## src/rtl/mux_alloc.sv

```systemverilog
// mux_alloc: packet-level switch allocator for a 2:1 output mux.
// Grants one input port a whole packet (head through tail). Ports 0 and 1
// are arbitrated round-robin per packet. The allocator drives the mux's
// one-hot select and returns ready handshakes to the input ports.
// Optional feature: define MUX_ALLOC_CREDIT_EN to build per-VC downstream
// credit counters, the icredit return path and the sticky err flag.

`ifndef VCHW
`define VCHW 0
`endif
`ifndef PORT
`define PORT 4
`endif
`ifndef TYPE_NONE
`define TYPE_NONE 2'd0
`endif
`ifndef TYPE_HEAD
`define TYPE_HEAD 2'd1
`endif
`ifndef TYPE_DATA
`define TYPE_DATA 2'd2
`endif
`ifndef TYPE_TAIL
`define TYPE_TAIL 2'd3
`endif

module mux_alloc #(
    parameter int VCH          = 2,
    parameter int CREDIT_DEPTH = 4,
    parameter int CNTW         = 3,
    parameter int TYPEW        = 2
) (
    input  logic             clk,
    input  logic             rst_,
    input  logic             ivalid_0,
    input  logic             ivalid_1,
    input  logic [TYPEW-1:0] itype_0,
    input  logic [TYPEW-1:0] itype_1,
    input  logic [`VCHW:0]   ivch_0,
    input  logic [`VCHW:0]   ivch_1,
    output logic             ready_0,
    output logic             ready_1,
    output logic [`PORT:0]   sel,
    input  logic [VCH-1:0]   icredit,
    output logic             busy,
    output logic             err
);

    typedef enum logic {IDLE = 1'b0, LOCK = 1'b1} state_t;

    state_t           state_q, state_d;
    logic             owner_q, owner_d;
    logic             last_q, last_d;
    logic [`PORT:0]   sel_q, sel_d;

    logic             own_valid;
    logic [TYPEW-1:0] own_type;
    logic             credit_ok_0, credit_ok_1, credit_ok_own;
    logic             req_0, req_1;
    logic             xfer;

    // Fields of the flit presented by the current owner
    always_comb begin
        own_valid = owner_q ? ivalid_1 : ivalid_0;
        own_type  = owner_q ? itype_1  : itype_0;
    end

`ifdef MUX_ALLOC_CREDIT_EN
    logic [CNTW-1:0]  credit_q [VCH];
    logic [CNTW-1:0]  credit_d [VCH];
    logic             err_q, err_d;
    logic [`VCHW:0]   own_vch;
    logic [VCH-1:0]   dec_vec;

    assign own_vch       = owner_q ? ivch_1 : ivch_0;
    assign credit_ok_0   = (credit_q[ivch_0]  != '0);
    assign credit_ok_1   = (credit_q[ivch_1]  != '0);
    assign credit_ok_own = (credit_q[own_vch] != '0);
    assign err           = err_q;

    // Per-VC credit update: transfer consumes, icredit returns, overflow is sticky
    always_comb begin
        // NOTE: every always_comb output gets a default first so no path infers a latch.
        err_d   = err_q;
        dec_vec = '0;
        if (xfer) begin
            dec_vec[own_vch] = 1'b1;
        end
        for (int v = 0; v < VCH; v++) begin
            credit_d[v] = credit_q[v];
            if (icredit[v] && !dec_vec[v]) begin
                if (credit_q[v] == CNTW'(CREDIT_DEPTH)) begin
                    err_d = 1'b1;
                end else begin
                    credit_d[v] = credit_q[v] + 1'b1;
                end
            end else if (dec_vec[v] && !icredit[v]) begin
                credit_d[v] = credit_q[v] - 1'b1;
            end
        end
    end

    // Credit counters and error flag
    always_ff @(posedge clk or negedge rst_) begin
        if (!rst_) begin
            // NOTE: the credit array is a handful of flops, not a RAM, so it is reset to a full window.
            for (int v = 0; v < VCH; v++) begin
                credit_q[v] <= CNTW'(CREDIT_DEPTH);
            end
            err_q <= 1'b0;
        end else begin
            for (int v = 0; v < VCH; v++) begin
                credit_q[v] <= credit_d[v];
            end
            err_q <= err_d;
        end
    end
`else
    logic unused_cfg;

    // Without credit tracking the downstream is assumed always able to accept.
    assign credit_ok_0   = 1'b1;
    assign credit_ok_1   = 1'b1;
    assign credit_ok_own = 1'b1;
    assign err           = 1'b0;
    assign unused_cfg    = ^{icredit, ivch_0, ivch_1} ^ (CNTW != 0) ^ (CREDIT_DEPTH != 0);
`endif

    assign req_0 = ivalid_0 && (itype_0 == TYPEW'(`TYPE_HEAD)) && credit_ok_0;
    assign req_1 = ivalid_1 && (itype_1 == TYPEW'(`TYPE_HEAD)) && credit_ok_1;
    assign xfer  = (state_q == LOCK) && own_valid && credit_ok_own;

    // ready depends only on registered state and credit counters, never on ivalid
    assign ready_0 = (state_q == LOCK) && !owner_q && credit_ok_own;
    assign ready_1 = (state_q == LOCK) &&  owner_q && credit_ok_own;
    assign sel     = sel_q;
    assign busy    = (state_q == LOCK);

    // Next-state: round-robin head arbitration in IDLE, release on tail transfer
    always_comb begin
        state_d = state_q;
        owner_d = owner_q;
        last_d  = last_q;
        sel_d   = sel_q;
        case (state_q)
            IDLE: begin
                if (req_0 || req_1) begin
                    state_d = LOCK;
                    owner_d = (req_0 && req_1) ? ~last_q : req_1;
                    sel_d   = {{(`PORT-1){1'b0}}, owner_d, ~owner_d};
                end
            end
            LOCK: begin
                if (xfer && (own_type == TYPEW'(`TYPE_TAIL))) begin
                    state_d = IDLE;
                    last_d  = owner_q;
                    sel_d   = '0;
                end
            end
            default: state_d = IDLE;
        endcase
    end

    // State, owner, last-granted and select registers
    always_ff @(posedge clk or negedge rst_) begin
        if (!rst_) begin
            // NOTE: sequential state is written with <= so every flop samples pre-edge values.
            state_q <= IDLE;
            owner_q <= 1'b0;
            last_q  <= 1'b1;
            sel_q   <= '0;
        end else begin
            state_q <= state_d;
            owner_q <= owner_d;
            last_q  <= last_d;
            sel_q   <= sel_d;
        end
    end

endmodule
```

## config.mk

```make
export PLATFORM = sky130hd
export DESIGN_NAME = mux_alloc
export DESIGN_NICKNAME = d
export VERILOG_FILES = /design/src/rtl/mux_alloc.sv
export SDC_FILE = /design/constraint.sdc
export NUM_CORES = 1
export LEC_CHECK = 0
export ABC_AREA = 1
export CORE_AREA = 2 2 39 41
export CTS_CLUSTER_SIZE = 30
export DETAILED_ROUTE_END_ITERATION = 7
export DIE_AREA = 0 0 41 43
export HOLD_SLACK_MARGIN = 0.1
export PLACE_DENSITY_LB_ADDON = 0.12
export SLEW_MARGIN = 20
export SYNTH_ARGS = -nofsm -noshare
export SYNTH_HDL_FRONTEND = slang
export SYNTH_SLANG_ARGS = --single-unit
```

## constraint.sdc

```tcl
create_clock -name clk -period 1.1 [get_ports clk]
set_clock_uncertainty 0.15 [all_clocks]
set_input_delay 0.275 -clock clk [delete_from_list [all_inputs] [get_ports clk]]
set_output_delay 0.275 -clock clk [all_outputs]
set_load 0.02 [all_outputs]
```

==> results of run 1 <==
[sequential cells by signal, summed over array words and instances, names as in the netlist]
signal and cells:
busy 1, sel 2, owner_q 1, last_q 1
[kinds of logic after synthesis]
group	Yosys count
DFF	5
buffers and inverters	11
and+or+nand+nor	24
AOI/OAI and AO/OA	3
other	1
[per-layer routing]
layer | GRT usage | vias up | part of all wire
met1 | 0.157 | 157 | 0.42
met3 | 0.0314 | 2 | 0.085
met2 | 0.138 | 16 | 0.47
li1 | - | 175 | -
met4 | 0.0800 | 0 | 0.029
met5 | 0 | - | 0
[power groups by stage]
stage	logic [mW]	registers [mW]	clock network [mW]
after floorplan	0.343	0.435	0
after global placement	0.844	0.361	0
after detailed placement	0.838	0.365	0
after CTS	0.857	0.370	0.233
after global routing	0.988	0.390	0.246
final	0.910	0.378	0.230
[through the flow]
| stage | hold WS [ns] | cells |
|---|---|---|
| 3_5_place_dp | 0.314 | 78 |
| 2_1_floorplan | -0.171 | 47 |
| 3_3_place_gp | 0.318 | 78 |
| 4_1_cts | 0.105 | 82 |
| 5_1_grt | 0.122 | 82 |
| 6_report | 0.0955 | 82 |
[timing repair]
item / in CTS / in global routing
endpoints found under the setup margin: 10 / 10
resized for setup: 37 / 7
pin swaps: 2 / 4
buffers inserted: 1 / 1
[placed cells by master, fill, tap and decap left out]
master / Yosys / routed
dlygate4sd2_1: 0 / 6
nand2_1: 8 / 5
buf_4: 4 / 7
nand4_1: 1 / 1
inv_1: 6 / 5
a21oi_1: 1 / 1
nor2_4: 0 / 1
clkbuf_4: 0 / 3
buf_2: 0 / 1
o21ai_2: 0 / 2
buf_6: 0 / 4
nand3_1: 7 / 5
inv_4: 0 / 1
clkdlybuf4s50_1: 0 / 1
clkbuf_1: 0 / 1
nand2_4: 1 / 2
dfstp_2: 1 / 1
conb_1: 1 / 4
nand3_2: 2 / 4
dfrtp_2: 0 / 2
nand2_2: 4 / 6
dfrtp_1: 4 / 2
inv_2: 1 / 1
[critical path: cells and delay by family, from the launching register on]
kind	cells	cell delay, ns
simple gates	1	0.03
flops	1	0.43
buf+inv	2	0.21
[final timing paths]
path / slack (ns) / startpoint / cells past startpoint / endpoint
max: -0.25 / busy$_DFF_PN0_ / 3 / ready_0
min in group clk: 0.33 / last_q$_DFFE_PN1P_ / 2 / last_q$_DFFE_PN1P_
min: 0.1 / rst_ / 1 / busy$_DFF_PN0_
max in group asynchronous: 0.45 / rst_ / 1 / last_q$_DFFE_PN1P_
max reg2reg: -0.19 / owner_q$_DFFE_PN0P_ / 7 / sel[0]$_DFFE_PN0P_
min reg2reg: 0.33 / last_q$_DFFE_PN1P_ / 2 / last_q$_DFFE_PN1P_
[area by class of cell]
class,instances,share of cell area
clock buffer,4,0.0463
timing repair buffer,19,0.291
multi-input combinational,31,0.350
sequential,5,0.227
tap,16,0.0352
inverter,7,0.0507
==> impl_metrics.tcl, run 1 <==
set metrics [dict create \
    gp_congestion 0.780 \
    synthAdderAreaFrac 0 \
    synth_xor_xnor_area_share 0 \
    drt_iter0_drc 3 \
    antenna_found_initial 0 \
    postCtsHoldBufs 0 \
    place_area_um2 515 \
    cp-start-kind "flop" \
    utilization 0.410 \
    h-tree-depth 1 \
    yosys.cell_count.top_type "nand2_1" \
    syn-cell-area_um2 333 \
    p_sw_mw 0.633 \
    viasPerCell 4.27 \
    core_area_um2 1380 \
    combPwrFrac 0.599 \
    hp-class "in -> async" \
    worstPathArrival_ns 0.93 \
    peakVddDrop_mv 1.03 \
    worstPathCellList "inv_2 -> nor2_4 -> buf_6" \
    vias 350 \
    seqPwrFrac 0.249 \
    synth_top_area_cell "dfrtp_1" \
    synth_top_area_share 0.301 \
    wl_um 816 \
    dp_slack_ns -0.462 \
    grt_max_degree 7 \
    drc 0 \
    ant_nets 0 \
    finalSetupTns_ns -1.42 \
    yosys.area_share.simple 0.395 \
    pwr-share-clk 0.152 \
    slowest_stage "dfrtp_2" \
    cp.required_ns 0.67 \
    async_flop_share 1.00 \
    tritoncts "built" \
    grt_pass1_vias 327 \
    drive_gt1_frac 0.530 \
    root_buffer "clkbuf_4" \
    syn2layout_area_growth_pct 70.7 \
    p_int_mw 0.885 \
    clock_path_buffers 2 \
    period_needed_ns 1.35 \
    grt_overflow 0 \
    cellLeakagePower_nw 0.319 \
    multi_input_area_um2 199 \
    outcome "finished with violations" \
    clkTransAtPathRegs_ns 0.05 \
    dieArea_um2 1760 \
    synth-seq-cells 5 \
    portBuffers 12 \
    die_h_um 43 \
    period_share 1.23 \
    ys_seq_area_frac 0.380 \
    avgSynthCellArea_um2 7.56 \
    worstSetupPathType "reg -> out" \
    wire_per_inst_um 9.95 \
    fin_ws_ns -0.251 \
    hold_viol_final 0 \
    io_pins 21 \
    design_area_um2 568 \
    p_sw_frac 0.417 \
    synthMuxAreaShare 0 \
    numCtsBuffers 3 \
    nNetsFinal 79 \
    yosysUniqueCellTypes 15 \
    synth-compound-area-share 0.0451 \
    synth_edf_count 0 \
    ys.warnings.count 0 \
    initial_utilization 0.241 \
    firstDrtPassIters 4 \
    power_mw 1.52 \
    synth_common_cells "8 x nand2_1, 7 x nand3_1, 6 x inv_1" \
    dp_hpwl_um 578 \
    setup_viol 9 \
    slowest_delay_ns 0.43 \
    seqCellArea_um2 129 \
    grt_use_total 0.111 \
    drv_cap 0 \
    clock.fmax_mhz 740 \
    n_antenna_cell 0 \
    synth_cells 44 \
    synth_top_flop_cell "dfrtp_1" \
    fillers 154 \
    cts.sinks 5 \
    clock_latency_ns 0.25 \
    die_w_um 41 \
    ys_top_cells_by_area "dfrtp_1 30%, nand3_1 11%, buf_4 9.0%" \
    failed_checks "setup timing" \
    synth_top_family_by_area "simple AND/OR/NAND/NOR gates" \
    grt_pass1_wl_mm 1.28 \
    rsz0062_at_grt "yes" \
    cp-end-kind "primary output" \
    slew_violations 0 \
    crit_fanout 5 \
    num_rows 14 \
    powerDensity_nw_per_um2 2670 \
]
Power figures use the tool's default switching activity.
==> run 2: changes to the inputs <==
--- a/config.mk
+++ b/config.mk
@@ -12,6 +12,7 @@
 export DIE_AREA = 0 0 41 43
 export HOLD_SLACK_MARGIN = 0.1
 export PLACE_DENSITY_LB_ADDON = 0.12
+export SKIP_CTS_REPAIR_TIMING = 1
 export SLEW_MARGIN = 20
 export SYNTH_ARGS = -nofsm -noshare
 export SYNTH_HDL_FRONTEND = slang
==> impl_metrics.tcl, run 2 (synthesized netlist as in run 1, its figures left out) <==
set metrics [dict create \
    outcome "finished with violations" \
    failed_checks "setup timing" \
    largest_reg_flops 2 \
    slew_violations 0 \
    worstPathArrival_ns 0.92 \
    cp-end-kind "primary output" \
    cp.required_ns 0.67 \
    wire_per_inst_um 10.1 \
    clock.fmax_mhz 742 \
    dp_hpwl_um 578 \
    initial_utilization 0.241 \
    drt_iter0_drc 3 \
    peakVddDrop_mv 1.08 \
    power_mw 1.52 \
    worstSetupPathType "reg -> out" \
    numCtsBuffers 3 \
    dieArea_um2 1760 \
    drc 0 \
    h-tree-depth 1 \
    drive_gt1_frac 0.500 \
    grt_pass1_vias 312 \
    hp-class "in -> async" \
    ff2ff_setup_slack_ns -0.19 \
    timing.rr.start "owner_q$_DFFE_PN0P_" \
    antenna_found_initial 0 \
    design_area_um2 596 \
    cellLeakagePower_nw 0.371 \
    cp-start-kind "flop" \
    ant_nets 0 \
    worst-path-buf-inv 2 \
    die_h_um 43 \
    core_area_um2 1380 \
    clock_latency_ns 0.25 \
    wl_um 827 \
    path_delay_family "flip-flops" \
    syn2layout_area_growth_pct 78.9 \
    grt_pass1_wl_mm 1.23 \
    period_share 1.22 \
    portBuffers 12 \
    grt_max_degree 7 \
    cts.sinks 5 \
    grt_overflow 0 \
    nNetsFinal 79 \
    period_needed_ns 1.35 \
    vias 355 \
    die_w_um 41 \
    setup_viol 9 \
    clkTransAtPathRegs_ns 0.05 \
    num_rows 14 \
    powerDensity_nw_per_um2 2560 \
    rsz0062_at_grt "yes" \
    grt_use_total 0.107 \
    clock_path_buffers 2 \
    gp_congestion 0.780 \
    hold_viol_final 0 \
    viasPerCell 4.33 \
    io_pins 21 \
    most-common-layout-cells "7 x dlymetal6s2s_1, 7 x buf_4, 6 x nand2_1" \
    tritoncts "built" \
    fin_ws_ns -0.247 \
    firstDrtPassIters 4 \
    crit_fanout 5 \
    place_area_um2 515 \
    n_antenna_cell 0 \
    worstPathCellList "inv_2 -> nor2_4 -> buf_6" \
    reg2reg_depth 7 \
    drv_cap 0 \
    r2r_end "sel[0]$_DFFE_PN0P_" \
    finalSetupTns_ns -1.48 \
    utilization 0.430 \
    dp_slack_ns -0.462 \
    slowest_delay_ns 0.43 \
    slowest_stage "dfrtp_2" \
    root_buffer "clkbuf_4" \
]
run 2: cell types whose count changed in the layout (fill, tap and decap cells not counted):
cell	previous run	this run
dlymetal6s2s_1	0	7
dlygate4sd2_1	6	0
buf_2	1	0
nand2_1	5	6
nand2_2	6	5
run 2: layout make-up:
type | instances | area, um^2
fillers | 150 | 788
multi-input cells | 31 | 196
repair buffers | 19 | 195
flip-flops and latches | 5 | 129
inverters | 7 | 28.8
clock buffers | 4 | 26.3
well taps | 16 | 20.0
run 2: how the worst max path moves through the flow:
stage | cells past startpoint | endpoint | slack (ns) | startpoint
after detailed placement | 3 | ready_0 | -0.46 | busy$_DFF_PN0_
after CTS | 3 | ready_0 | -0.74 | busy$_DFF_PN0_
after global placement | 3 | ready_0 | -0.45 | busy$_DFF_PN0_
final | 3 | ready_0 | -0.25 | busy$_DFF_PN0_
after global routing | 3 | ready_0 | -0.28 | busy$_DFF_PN0_
after floorplan | 2 | ready_0 | -0.03 | busy$_DFF_PN0_
run 2: stage by stage:
stage | hold WS (ns) | std cells
global route | 0.122 | 82
CTS | 0.105 | 82
global placement | 0.318 | 78
detailed placement | 0.314 | 78
finish | 0.0969 | 82
floorplan | -0.171 | 47
run 2: where the power goes:
part           switching [mW]  internal [mW]  leakage (nW)  total (mW)
combinational           0.448          0.468         0.299       0.917
sequential             0.0860          0.291        0.0576       0.377
clock                  0.0929          0.138        0.0150       0.231
total                   0.627          0.897         0.371        1.52
run 2: layer usage:
layer	track usage	vias up	routed length [um]
met5	0	-	0
met4	0.0800	0	24
met3	0.0314	2	69
met2	0.128	16	399
met1	0.154	160	334
li1	-	177	-
==> run 3: changes to the inputs <==
--- a/config.mk
+++ b/config.mk
@@ -10,6 +10,7 @@
 export CTS_CLUSTER_SIZE = 30
 export DETAILED_ROUTE_END_ITERATION = 7
 export DIE_AREA = 0 0 41 43
+export GPL_TIMING_DRIVEN = 0
 export HOLD_SLACK_MARGIN = 0.1
 export PLACE_DENSITY_LB_ADDON = 0.12
 export SKIP_CTS_REPAIR_TIMING = 1
==> impl_metrics.tcl, run 3 (synthesized netlist as in run 1, its figures left out) <==
set metrics [dict create \
    drv_cap 0 \
    power_mw 1.48 \
    nNetsFinal 81 \
    cp.required_ns 0.67 \
    clock_path_buffers 2 \
    dp_hpwl_um 525 \
    cp-start-kind "flop" \
    slowest_stage "dfrtp_2" \
    portBuffers 12 \
    r2r_end "busy$_DFF_PN0_" \
    drc 0 \
    viasPerCell 3.92 \
    peakVddDrop_mv 1.09 \
    slew_violations 0 \
    antenna_found_initial 0 \
    powerDensity_nw_per_um2 2400 \
    io_pins 21 \
    core_area_um2 1380 \
    clock.fmax_mhz 734 \
    clock_latency_ns 0.23 \
    h-tree-depth 1 \
    fillers 141 \
    n_antenna_cell 0 \
    grt_use_total 0.0881 \
    grt_pass1_vias 276 \
    die_h_um 43 \
    tritoncts "built" \
    firstDrtPassIters 2 \
    worstPathArrival_ns 0.94 \
    rsz0062_at_grt "yes" \
    die_w_um 41 \
    reg2reg_depth 7 \
    cp-end-kind "primary output" \
    cts.sinks 5 \
    worstPathCellList "nand2_1 -> inv_1 -> buf_6" \
    crit_fanout 7 \
    grt_pass1_wl_mm 1.02 \
    period_share 1.24 \
    fin_ws_ns -0.263 \
    root_buffer "clkbuf_4" \
    num_rows 14 \
    setup_viol 9 \
    wire_per_inst_um 8.48 \
    initial_utilization 0.241 \
    ff2ff_setup_slack_ns -0.17 \
    failed_checks "setup timing" \
    outcome "finished with violations" \
    vias 329 \
    grt_max_degree 8 \
    grt_overflow 0 \
    most-common-layout-cells "8 x buf_4, 7 x dlymetal6s2s_1, 6 x nand2_1" \
    gp_congestion 0.694 \
    slowest_delay_ns 0.46 \
    ant_nets 0 \
    period_needed_ns 1.36 \
    utilization 0.447 \
    wl_um 712 \
    path_delay_family "flip-flops" \
    syn2layout_area_growth_pct 85.7 \
    worst-path-buf-inv 2 \
    dp_slack_ns -0.522 \
    hp-class "in -> async" \
    drt_iter0_drc 3 \
    cellLeakagePower_nw 0.385 \
    hold_viol_final 0 \
    drive_gt1_frac 0.515 \
    numCtsBuffers 3 \
    clkTransAtPathRegs_ns 0.04 \
    hold_slack_ns 0.103 \
    dieArea_um2 1760 \
    largest_reg_flops 2 \
    worstSetupPathType "reg -> out" \
    final_common_cell "buf_4" \
    timing.rr.start "owner_q$_DFFE_PN0P_" \
]
[run 3: stage by stage]
step,area (um^2),instances,setup TNS [ns]
2_1_floorplan,353,47,-0.0329
3_3_place_gp,493,75,-3.74
3_5_place_dp,493,75,-3.68
4_1_cts,519,79,-3.75
5_1_grt,618,84,-2.05
6_report,618,84,-1.47
[run 3: cell type report]
class / instances / area [um^2] / area share
inverters: 7 / 31.3 / 0.0506
clock buffers: 4 / 26.3 / 0.0425
multi-input cells: 31 / 198 / 0.320
flip-flops and latches: 5 / 129 / 0.209
well taps: 16 / 20.0 / 0.0324
plain buffers: 4 / 30.0 / 0.0486
repair buffers: 17 / 184 / 0.298
[run 3: worst max-delay path by stage]
| stage | cells past startpoint | startpoint | slack [ns] | to |
|---|---|---|---|---|
| 4_1_cts | 3 | busy$_DFF_PN0_ | -0.78 | ready_0 |
| 6_report | 3 | busy$_DFF_PN0_ | -0.26 | ready_1 |
| 3_5_place_dp | 3 | busy$_DFF_PN0_ | -0.52 | ready_0 |
| 2_1_floorplan | 2 | busy$_DFF_PN0_ | -0.03 | ready_0 |
| 5_1_grt | 3 | busy$_DFF_PN0_ | -0.31 | ready_1 |
| 3_3_place_gp | 3 | busy$_DFF_PN0_ | -0.53 | ready_0 |
[run 3: metal layers]
layer / up-vias / GRT usage / part of all wire
met4: 0 / 0.0600 / 0
met3: 0 / 0.0419 / 0.093
met1: 138 / 0.116 / 0.42
met5: - / 0 / 0
li1: 180 / - / -
met2: 11 / 0.109 / 0.48
[run 3: power by group]
group / switching, mW / internal, mW / total (mW)
registers: 0.121 / 0.291 / 0.412
logic: 0.418 / 0.446 / 0.864
clock network: 0.0683 / 0.137 / 0.205
total: 0.607 / 0.874 / 1.48
